$ cat src/rtl/branch_predictor_if.sv
// branch_predictor_if: fetch lookup and execute resolve signals of branch_predictor.
// With BP_GSHARE_EN defined, the interface also carries ghr_f and ghr_e.
interface branch_predictor_if #(
    parameter int XLEN = 32
`ifdef BP_GSHARE_EN
    , parameter int GHR_BITS = 8
`endif
);
    logic            stall_f;
    logic [XLEN-1:0] pc_f;
    logic            pred_taken_f;
    logic [XLEN-1:0] pred_target_f;
    logic [XLEN-1:0] pc_next_f;
    logic            valid_e;
    logic            branch_e;
    logic            jump_e;
    logic            taken_e;
    logic [XLEN-1:0] pc_e;
    logic [XLEN-1:0] target_e;
    logic            pred_taken_e;
    logic [XLEN-1:0] pred_target_e;
    logic            mispredict;
    logic [XLEN-1:0] redirect_pc_e;
    logic            ready;
`ifdef BP_GSHARE_EN
    logic [GHR_BITS-1:0] ghr_f;
    logic [GHR_BITS-1:0] ghr_e;
`endif

    modport master (
        output pc_f, stall_f, valid_e, branch_e, jump_e, taken_e, pc_e, target_e,
               pred_taken_e, pred_target_e,
        input  pred_taken_f, pred_target_f, pc_next_f, mispredict, redirect_pc_e, ready
`ifdef BP_GSHARE_EN
        , output ghr_e, input ghr_f
`endif
    );

    modport slave (
        input  pc_f, stall_f, valid_e, branch_e, jump_e, taken_e, pc_e, target_e,
               pred_taken_e, pred_target_e,
        output pred_taken_f, pred_target_f, pc_next_f, mispredict, redirect_pc_e, ready
`ifdef BP_GSHARE_EN
        , input ghr_e, output ghr_f
`endif
    );
endinterface

$ cat src/rtl/branch_predictor.sv
// branch_predictor: bimodal BHT + direct-mapped BTB next-PC predictor with E-stage resolve.
// Define BP_GSHARE_EN to XOR the BHT index with a non-speculative global history register.
module branch_predictor #(
    parameter int XLEN     = 32,
    parameter int BHT_BITS = 8,
    parameter int BTB_BITS = 6
`ifdef BP_GSHARE_EN
    , parameter int GHR_BITS = 8
`endif
) (
    input logic clk,
    input logic reset,
    branch_predictor_if.slave bp
);
    localparam int TAG_W = XLEN - BTB_BITS - 2;
    localparam int IDX_W = (BHT_BITS > BTB_BITS) ? BHT_BITS : BTB_BITS;

    typedef enum logic {S_INIT, S_RUN} state_t;

    state_t              r_state;
    logic [IDX_W-1:0]    r_idx;
    logic                r_ready;
    logic [1:0]          r_bht        [2**BHT_BITS];
    logic                r_btb_valid  [2**BTB_BITS];
    logic [TAG_W-1:0]    r_btb_tag    [2**BTB_BITS];
    logic [XLEN-1:0]     r_btb_target [2**BTB_BITS];

    logic [BHT_BITS-1:0] w_bht_idx_f;
    logic [BHT_BITS-1:0] w_bht_idx_e;
    logic [BTB_BITS-1:0] w_btb_idx_f;
    logic [BTB_BITS-1:0] w_btb_idx_e;
    logic                w_hit_f;
    logic                w_pred_taken_f;
    logic [XLEN-1:0]     w_pred_target_f;
    logic                w_ctl_e;
    logic                w_upd_e;
    logic [1:0]          w_ctr_e;
    logic [1:0]          w_ctr_next;
    logic                w_unused;

`ifdef BP_GSHARE_EN
    logic [GHR_BITS-1:0] r_ghr;
    assign bp.ghr_f    = r_ghr;
    assign w_bht_idx_f = bp.pc_f[BHT_BITS+1:2] ^ BHT_BITS'(r_ghr);
    assign w_bht_idx_e = bp.pc_e[BHT_BITS+1:2] ^ BHT_BITS'(bp.ghr_e);
`else
    assign w_bht_idx_f = bp.pc_f[BHT_BITS+1:2];
    assign w_bht_idx_e = bp.pc_e[BHT_BITS+1:2];
`endif

    assign w_btb_idx_f = bp.pc_f[BTB_BITS+1:2];
    assign w_btb_idx_e = bp.pc_e[BTB_BITS+1:2];

    // Gating the hit with ready keeps half-initialised tables invisible during INIT.
    assign w_hit_f         = r_ready && r_btb_valid[w_btb_idx_f]
                             && (r_btb_tag[w_btb_idx_f] == bp.pc_f[XLEN-1:BTB_BITS+2]);
    assign w_pred_taken_f  = w_hit_f && r_bht[w_bht_idx_f][1];
    assign w_pred_target_f = w_hit_f ? r_btb_target[w_btb_idx_f] : '0;

    assign bp.pred_taken_f  = w_pred_taken_f;
    assign bp.pred_target_f = w_pred_target_f;
    assign bp.pc_next_f     = w_pred_taken_f ? w_pred_target_f : bp.pc_f + XLEN'(4);
    assign bp.ready         = r_ready;

    assign w_ctl_e = bp.branch_e || bp.jump_e;
    assign w_upd_e = bp.valid_e && r_ready;

    assign bp.mispredict = w_upd_e && (
        (w_ctl_e && (bp.taken_e != bp.pred_taken_e))
        || (w_ctl_e && bp.taken_e && (bp.target_e != bp.pred_target_e))
        || (!w_ctl_e && bp.pred_taken_e));
    assign bp.redirect_pc_e = (w_ctl_e && bp.taken_e) ? bp.target_e : bp.pc_e + XLEN'(4);

    assign w_ctr_e    = r_bht[w_bht_idx_e];
    assign w_ctr_next = bp.jump_e  ? 2'd3 :
                        bp.taken_e ? ((w_ctr_e == 2'd3) ? 2'd3 : w_ctr_e + 2'd1) :
                                     ((w_ctr_e == 2'd0) ? 2'd0 : w_ctr_e - 2'd1);

    assign w_unused = &{1'b0, bp.stall_f, bp.pc_f[1:0], bp.pc_e[1:0]};

    always_ff @(posedge clk) begin
        if (reset) begin
            r_state <= S_INIT;
            r_idx   <= '0;
            r_ready <= 1'b0;
        end else if (r_state == S_INIT) begin
            r_bht[BHT_BITS'(r_idx)]       <= 2'b01;
            r_btb_valid[BTB_BITS'(r_idx)] <= 1'b0;
`ifdef BP_GSHARE_EN
            r_ghr <= '0;
`endif
            r_idx <= r_idx + 1'b1;
            if (&r_idx) begin
                r_state <= S_RUN;
                r_ready <= 1'b1;
            end
        end else if (bp.valid_e) begin
            if (w_ctl_e)
                r_bht[w_bht_idx_e] <= w_ctr_next;
            if (w_ctl_e && bp.taken_e) begin
                r_btb_valid[w_btb_idx_e]  <= 1'b1;
                r_btb_tag[w_btb_idx_e]    <= bp.pc_e[XLEN-1:BTB_BITS+2];
                r_btb_target[w_btb_idx_e] <= bp.target_e;
            end else if (!w_ctl_e && bp.pred_taken_e) begin
                r_btb_valid[w_btb_idx_e] <= 1'b0;
            end
`ifdef BP_GSHARE_EN
            if (bp.branch_e)
                r_ghr <= {r_ghr[GHR_BITS-2:0], bp.taken_e};
`endif
        end
    end
endmodule

$ cat src/flat_wrapper.sv
// flat-port wrapper written by rule: the top's interface ports become plain ports
module branch_predictor_flat 
#(
    parameter int XLEN     = 32,
    parameter int BHT_BITS = 8,
    parameter int BTB_BITS = 6

)
  (clk, reset, bp_pc_f, bp_stall_f, bp_valid_e, bp_branch_e, bp_jump_e, bp_taken_e, bp_pc_e, bp_target_e, bp_pred_taken_e, bp_pred_target_e, bp_pred_taken_f, bp_pred_target_f, bp_pc_next_f, bp_mispredict, bp_redirect_pc_e, bp_ready);
  branch_predictor_if #(.XLEN(XLEN)) bp_i ();
  input logic clk;
  input logic reset;
  input wire logic [$bits(bp_i.pc_f)-1:0] bp_pc_f;
  input wire logic [$bits(bp_i.stall_f)-1:0] bp_stall_f;
  input wire logic [$bits(bp_i.valid_e)-1:0] bp_valid_e;
  input wire logic [$bits(bp_i.branch_e)-1:0] bp_branch_e;
  input wire logic [$bits(bp_i.jump_e)-1:0] bp_jump_e;
  input wire logic [$bits(bp_i.taken_e)-1:0] bp_taken_e;
  input wire logic [$bits(bp_i.pc_e)-1:0] bp_pc_e;
  input wire logic [$bits(bp_i.target_e)-1:0] bp_target_e;
  input wire logic [$bits(bp_i.pred_taken_e)-1:0] bp_pred_taken_e;
  input wire logic [$bits(bp_i.pred_target_e)-1:0] bp_pred_target_e;
  output wire logic [$bits(bp_i.pred_taken_f)-1:0] bp_pred_taken_f;
  output wire logic [$bits(bp_i.pred_target_f)-1:0] bp_pred_target_f;
  output wire logic [$bits(bp_i.pc_next_f)-1:0] bp_pc_next_f;
  output wire logic [$bits(bp_i.mispredict)-1:0] bp_mispredict;
  output wire logic [$bits(bp_i.redirect_pc_e)-1:0] bp_redirect_pc_e;
  output wire logic [$bits(bp_i.ready)-1:0] bp_ready;
  assign bp_i.pc_f = bp_pc_f;
  assign bp_i.stall_f = bp_stall_f;
  assign bp_i.valid_e = bp_valid_e;
  assign bp_i.branch_e = bp_branch_e;
  assign bp_i.jump_e = bp_jump_e;
  assign bp_i.taken_e = bp_taken_e;
  assign bp_i.pc_e = bp_pc_e;
  assign bp_i.target_e = bp_target_e;
  assign bp_i.pred_taken_e = bp_pred_taken_e;
  assign bp_i.pred_target_e = bp_pred_target_e;
  assign bp_pred_taken_f = bp_i.pred_taken_f;
  assign bp_pred_target_f = bp_i.pred_target_f;
  assign bp_pc_next_f = bp_i.pc_next_f;
  assign bp_mispredict = bp_i.mispredict;
  assign bp_redirect_pc_e = bp_i.redirect_pc_e;
  assign bp_ready = bp_i.ready;
  branch_predictor #(.XLEN(XLEN), .BHT_BITS(BHT_BITS), .BTB_BITS(BTB_BITS)) u_core (.clk(clk), .reset(reset), .bp(bp_i));
endmodule
$ cat config.mk
export PLATFORM = sky130hd
export DESIGN_NAME = branch_predictor_flat
export DESIGN_NICKNAME = d
export VERILOG_FILES = /design/src/rtl/branch_predictor_if.sv /design/src/rtl/branch_predictor.sv /design/src/flat_wrapper.sv
export SDC_FILE = /design/constraint.sdc
export NUM_CORES = 2
export LEC_CHECK = 0
export BUFFER_PORTS_ARGS = -buffer_cell sky130_fd_sc_hd__buf_2
export CORE_AREA = 3 3 530 532
export CTS_CLUSTER_DIAMETER = 80
export DETAILED_ROUTE_END_ITERATION = 6
export DIE_AREA = 0 0 533 535
export GPL_ROUTABILITY_DRIVEN = 0
export GPL_TIMING_DRIVEN = 1
export PLACE_DENSITY_LB_ADDON = 0.3
export SLEW_MARGIN = 20
export SYNTH_ARGS = -nofsm -noshare
export SYNTH_HDL_FRONTEND = slang
export SYNTH_MEMORY_MAX_BITS = 65536
export SYNTH_SLANG_ARGS = --single-unit
export TNS_END_PERCENT = 50
$ cat constraint.sdc
create_clock -name clk -period 26.9 [get_ports clk]
set_input_delay 6.725 -clock clk [delete_from_list [all_inputs] [get_ports clk]]
set_output_delay 6.725 -clock clk [all_outputs]
set_load 0.03 [all_outputs]
* Word-level counts from Yosys, hierarchy flattened
Memory sizes are Yosys's and may differ from the RTL's.
Index checks and enable logic that the tools add are counted.
** Storage, ports and cells
- Bits in registers :: 10
- RAM bits :: 4160
- Input bits :: 136
- Word-level logic and storage cells :: 71
- Memories :: 4
** Memory list
- u_core.r_btb_target :: words 64, width 32, rd ports 1, clocked after memory_dff 0, wr ports 1, RTL line branch_predictor.sv:26 : logic [XLEN-1:0] r_btb_target [2**BTB_BITS];
- u_core.r_btb_tag :: words 64, width 24, rd ports 1, clocked after memory_dff 0, wr ports 1, RTL line branch_predictor.sv:25 : logic [TAG_W-1:0] r_btb_tag [2**BTB_BITS];
- u_core.r_bht :: words 256, width 2, rd ports 2, clocked after memory_dff 0, wr ports 1, RTL line branch_predictor.sv:23 : logic [1:0] r_bht [2**BHT_BITS];
- u_core.r_btb_valid :: words 64, width 1, rd ports 1, clocked after memory_dff 0, wr ports 1, RTL line branch_predictor.sv:24 : logic r_btb_valid [2**BTB_BITS];
** Operators by class
- Add/sub/neg operators :: 5
- Eq/ne operators :: 4
- Multiplexer cells :: 35
- Bitwise gates (word level) :: 2
- Reduce and logical (&&, ||, !) cells :: 18
** Operators with widths (number)
- 32-bit two-way mux :: 3
- 32-bit by 3-bit adder with 32-bit output (second input constant) :: 2
- 32-bit != test :: 1
- 1-bit two-way mux :: 25
- 24-bit equality test :: 1
- 2-bit two-way mux :: 5
- 1-bit logical AND :: 9
- 9-bit AND reduction :: 1
- 8-bit by 1-bit adder with 8-bit output (second input constant) :: 1
- 8-bit two-way mux :: 1
- 8-bit AND reduction :: 1
- 6-bit two-way mux :: 1
- 1-bit logical OR :: 3
- 2-bit by 1-bit adder with 2-bit output (second input constant) :: 1
- 2-bit equality test (second input constant) :: 1
- 2-bit zero test :: 1
- 2-bit OR reduction :: 1
- 2-bit by 1-bit subtractor with 2-bit output (second input constant) :: 1
- 1-bit zero test :: 1
- 1-bit != test :: 1
- 1-bit NOT :: 1
- 1-bit bitwise OR :: 1
- 1-bit OR reduction :: 1

* Logic depth before layout (Yosys ltp)
- Word-level depth :: 12
- Gate-level depth with buffers :: 16
- Gate-level depth less buffers :: 9

* Worst setup path after synthesis
No wires, ideal clock.
- Path type :: input -> register
- Start point :: input port bp_pc_e[3]
- End point :: memory u_core.r_bht[0][1] (data pin)
- Setup time :: 2.096 ns
- Arrival :: 18.762 ns
- Data required time :: 24.804 ns
- Setup slack :: 6.042 ns
- Stages :: 13
- Path through :: clkbuf_1 > nor3b_1 > clkbuf_1 > clkbuf_1 > buf_1 > a22oi_1 > o211ai_1 > a21oi_1 > o221ai_1 > a21oi_1 > o32ai_1 > a211oi_1 > nor3_1
** Between the ends
- Longest elaborated chain between the ends :: 6
- Elaborated cells between the ends (all ways) :: 10
- Classes of those cells :: add/sub: 2; eq/ne: 1; mux: 5; reduce/logical: 1; memory: 1
** Ends and longest elaborated chain
- start: declaration :: RTL line flat_wrapper.sv:19 : input wire logic [$bits(bp_i.pc_e)-1:0] bp_pc_e;
- memory 256 x 2 bit (*)
- 2-bit by 1-bit subtractor with 2-bit output (tied with other cells) :: RTL line branch_predictor.sv:77 : ((w_ctr_e == 2'd0) ? 2'd0 : w_ctr_e - 2'd1);
- 2-bit two-way mux (on tied branches) :: RTL line branch_predictor.sv:77, branch_predictor.sv:76
- 2-bit two-way mux (*) :: RTL line branch_predictor.sv:76 : bp.taken_e ? ((w_ctr_e == 2'd3) ? 2'd3 : w_ctr_e + 2'd1) :
- 2-bit two-way mux (*) :: RTL line branch_predictor.sv:75 : assign w_ctr_next = bp.jump_e ? 2'd3 :
- 2-bit two-way mux (no source line) (*)
- end: declaration :: RTL line branch_predictor.sv:23
Every way passes the cells marked *; elsewhere a longest branch is shown, timed or not.

* Final worst setup path
- Start point :: input port bp_pc_f[2]
- End point :: output port bp_pc_next_f[12]
** Between the ends
- Longest elaborated chain between the ends :: 5
- Elaborated cells between the ends (all ways) :: 11
- Classes of those cells :: add/sub: 1; eq/ne: 1; mux: 2; reduce/logical: 3; memory: 4
** Ends and longest elaborated chain
- start: declaration :: RTL line flat_wrapper.sv:13 : input wire logic [$bits(bp_i.pc_f)-1:0] bp_pc_f;
- memory 64 x 24 bit or memory 64 x 1 bit (tied branches)
- 24-bit equality test or 1-bit logical AND (tied branches) :: RTL line branch_predictor.sv:56, branch_predictor.sv:55
- 1-bit logical AND :: RTL line branch_predictor.sv:56 : && (r_btb_tag[w_btb_idx_f] == bp.pc_f[XLEN-1:BTB_BITS+2]);
- 32-bit two-way mux or 1-bit logical AND (tied branches) :: RTL line branch_predictor.sv:58, branch_predictor.sv:57
- 32-bit two-way mux (*) :: RTL line branch_predictor.sv:62 : assign bp.pc_next_f = w_pred_taken_f ? w_pred_target_f : bp.pc_f + XLEN'(4);
- end: declaration :: RTL line flat_wrapper.sv:25 : output wire logic [$bits(bp_i.pc_next_f)-1:0] bp_pc_next_f;
Marked as above.

==> summary.md <==
| Metric | Value |
|---|---|
| Status | `completed` |
| Maxcap violations | `0` |
| Residual DRC | `0` |
| Post-route setup TNS | `0 ns` |
| Initial antenna violation count | `23` |
| EDFF count, synth | `4160` |
| Layout net count | `8416` |
| TritonCTS clock tree | `built` |
| Startpoint Class | `input pin` |
| Clock sinks | `4170` |
| # Post-CTS Setup Buffers | `0` |
| Unique masters post-synth | `between 80 and 90` |
| Warnings, synthesis | `0` |
| Max VDD drop | `0.06307 mV` |
| H-tree depth | `5` |
| Tmin final | `20.12 ns` |
| Port bufs | `233` |
| Net count after synthesis | `7956` |
| 1st-iter DRT viols | `17310` |
| Hold buffer count at CTS | `0` |
| Synth Area per Inst | `21.16 sq um` |
| #FFs+latches synth | `4170` |
| Crit. End Element | `output port` |
| DR vias | `90840` |
| Gr ovfl total | `0` |
| Max Clk Rate | `49.69 MHz` |
| Vias in the first global route | `89730` |
| Clock skew | `0.06301 ns` |
| Final core occ | `around 67%` |
| Vias/cell | `approximately 7.4` |
| Bufs on Longest Clock Path | `4` |
| Full die area | `0.2852 sq mm` |
| GRT Resource Usage Total | `around 36%` |
| Die height | `535 um` |
| Crit path max fanout | `62` |
| Core box area | `0.2765 sq mm` |
| Layout overhead on the synthesized area | `11.46%` |
| Post-Synthesis Cells | `7817` |
| Async SR Flop Fraction | `0%` |
| DR WL/cell | `41.69 um` |
| CTS Buf Count | `402` |
| Fin crit share | `74.81%` |
| Initial core utilization | `59.82%` |
| Largest net degree at the start of global routing | `133` |
| Tightest Pin Transition | `1.301 ns` |
| Synth Flop Type | `edfxtp_1` |
| P per Cell Area | `72.04 mW/mm^2` |
| Crit path DAT | `13.40 ns` |
| Total Wirelength | `512.6 mm` |
| Ports | `235` |
| Post-cts resize count | `0` |
| Cell Area, Synth | `0.1654 sq mm` |
| Filler cells | `16750` |
| CP required | `20.17 ns` |
| RSZ-0062 raised after global routing | `false` |
| CTS root buf | `clkbuf_16` |
| Overall power | `0.01328 W` |
| Final hold vios | `0` |
| Crit path kind | `in2out` |
| Clock latency on the worst-skew pair | `0.95 ns` |
| Hpwl dp | `279.4 mm` |
| Slew HR | `12.84%` |
| Leakage | `58.48 nW` |
| Type of the worst min-delay path | `reg2reg` |
| Chip Width | `approximately 530 um` |
| Clk slew on worst S/H paths | `0.07 ns` |
| Share of post-route cells with drive strength above 1 | `27.48%` |
| # setup viols final | `0` |
| Max Slew Vio Count | `0` |
| Detail Route Antenna Nets | `0` |
| Row cnt | `193` |
| Initial DRT Pass Iterations | `6` |
| Global-route wire length before repair | `707.5 mm` |
| Sequential fraction of the synthesis area | `between 70% and 80%` |
[critical path, stage by stage]
cell	delay, ns
buf_12	0.38
buf_4	0.69
buf_4	0.83
buf_4	0.81
mux4_2	0.60
mux2i_1	0.16
mux2i_1	0.09
o21ai_0	0.75
or3_1	0.21
nand4_1	0.16
nor4_4	0.37
nand4_4	0.49
buf_12	0.39
mux2_4	0.33
buf_2	0.18
[where the power goes]
| part | internal (W) | switching, W |
|---|---|---|
| Combinational | 0.000244 | 0.000475 |
| Sequential | 0.00713 | 0.00000172 |
| Clock | 0.00301 | 0.00242 |
[layout make-up]
cell class,count,area [sq um],area share (%)
antenna,9,22.52,0.01222
timing repair buffer,515,3557,1.930
multi-input combinational,3173,38620,20.95
inverter,15,68.82,0.03733
sequential,4170,125100,67.87
clock inverter,220,1863,1.011
clock buffer,489,10470,5.679
tap,3705,4636,2.515
[cell families after synthesis]
family | after synthesis | synth area share, %
compound gates | 633 | 2.795
xor+xnor | 108 | 0.5719
fa+ha+maj | 3 | 0.02270
buf+inv | 474 | 1.376
flops | 4170 | 75.65
mux | 1349 | 16.61
simple gates | 1080 | 2.978
[metal layers]
layer,wire (um),track usage (%)
met1,162700,46.24
met2,234500,54.11
met3,72360,10.03
met4,42860,24.18
met5,130,0
[synth_stat cells, types with 18 or more instances]
cell	n	share of area, %
nand2_1	231	0.52
buf_6	19	0.13
o21ai_0	61	0.18
xor2_1	44	0.23
and3_1	18	0.068
mux2_4	28	0.25
nor3_1	31	0.094
a31oi_1	32	0.12
buf_1	53	0.12
a21oi_1	80	0.24
nor2b_1	62	0.23
nand3_1	87	0.26
a22oi_1	168	0.76
mux4_2	1100	15
clkbuf_1	186	0.42
a221oi_1	50	0.26
nand4_1	38	0.14
edfxtp_1	4160	76
mux2_2	50	0.34
o221ai_1	22	0.12
a22o_1	37	0.20
mux2i_1	171	1.0
xnor2_1	64	0.34
buf_2	159	0.48
buf_4	41	0.19
o22ai_1	29	0.11
nor2_1	505	1.1
[flip-flops by register name, indices dropped and copies added (netlist names)]
name,flops
u_core.r_btb_valid,64
u_core.r_btb_tag,1536
u_core.bp.ready,1
u_core.r_state,1
u_core.r_idx,8
u_core.r_bht,512
u_core.r_btb_target,2048
[worst paths after layout]
kind	start	to	slack, ns	cells after the start
setup / recovery	bp_pc_f[2]	bp_pc_next_f[12]	6.78	15
hold / removal	u_core.r_idx[7]$_SDFFE_PP0N_	u_core.r_idx[7]$_SDFFE_PP0N_	0.58	2
setup reg to reg	u_core.r_state$_SDFF_PP0_	u_core.r_btb_target[22][0]$_DFFE_PP_	21.05	8
hold reg to reg	u_core.r_idx[7]$_SDFFE_PP0N_	u_core.r_idx[7]$_SDFFE_PP0N_	0.58	2
[layout by cell type, fill, tap and decap left out, types with 19 or more instances in the layout]
cell / Yosys / layout
a21oi_1: 80 / 80
a221oi_1: 50 / 50
a22o_1: 37 / 37
a22oi_1: 168 / 168
a31oi_1: 32 / 31
buf_2: 159 / 226
buf_4: 41 / 268
bufinv_16: 0 / 25
clkbuf_1: 186 / 82
clkbuf_16: 0 / 405
clkinv_1: 3 / 88
clkinv_2: 0 / 66
clkinvlp_4: 0 / 19
edfxtp_1: 4160 / 4160
mux2_2: 50 / 50
mux2_4: 28 / 28
mux2i_1: 171 / 171
mux4_2: 1100 / 1100
nand2_1: 231 / 227
nand3_1: 87 / 85
nand4_1: 38 / 38
nor2_1: 505 / 438
nor2_4: 0 / 64
nor2b_1: 62 / 59
nor3_1: 31 / 29
o21ai_0: 61 / 60
o221ai_1: 22 / 22
o22ai_1: 29 / 29
xnor2_1: 64 / 62
xor2_1: 44 / 44
[through the flow]
step                cells  setup WS (ns)  instance area, sq um  hold WS [ns]
floorplan            7817          6.042                165400        0.4839
finish              12300          6.776                184400        0.5779
CTS                 12280          6.467                184100        0.5531
detailed placement  11570          6.513                171800        0.5402
global placement    11570          6.504                171800        0.5358
global route        12290          6.484                184300        0.5934
No activity file was read; power rests on OpenSTA's default activity.
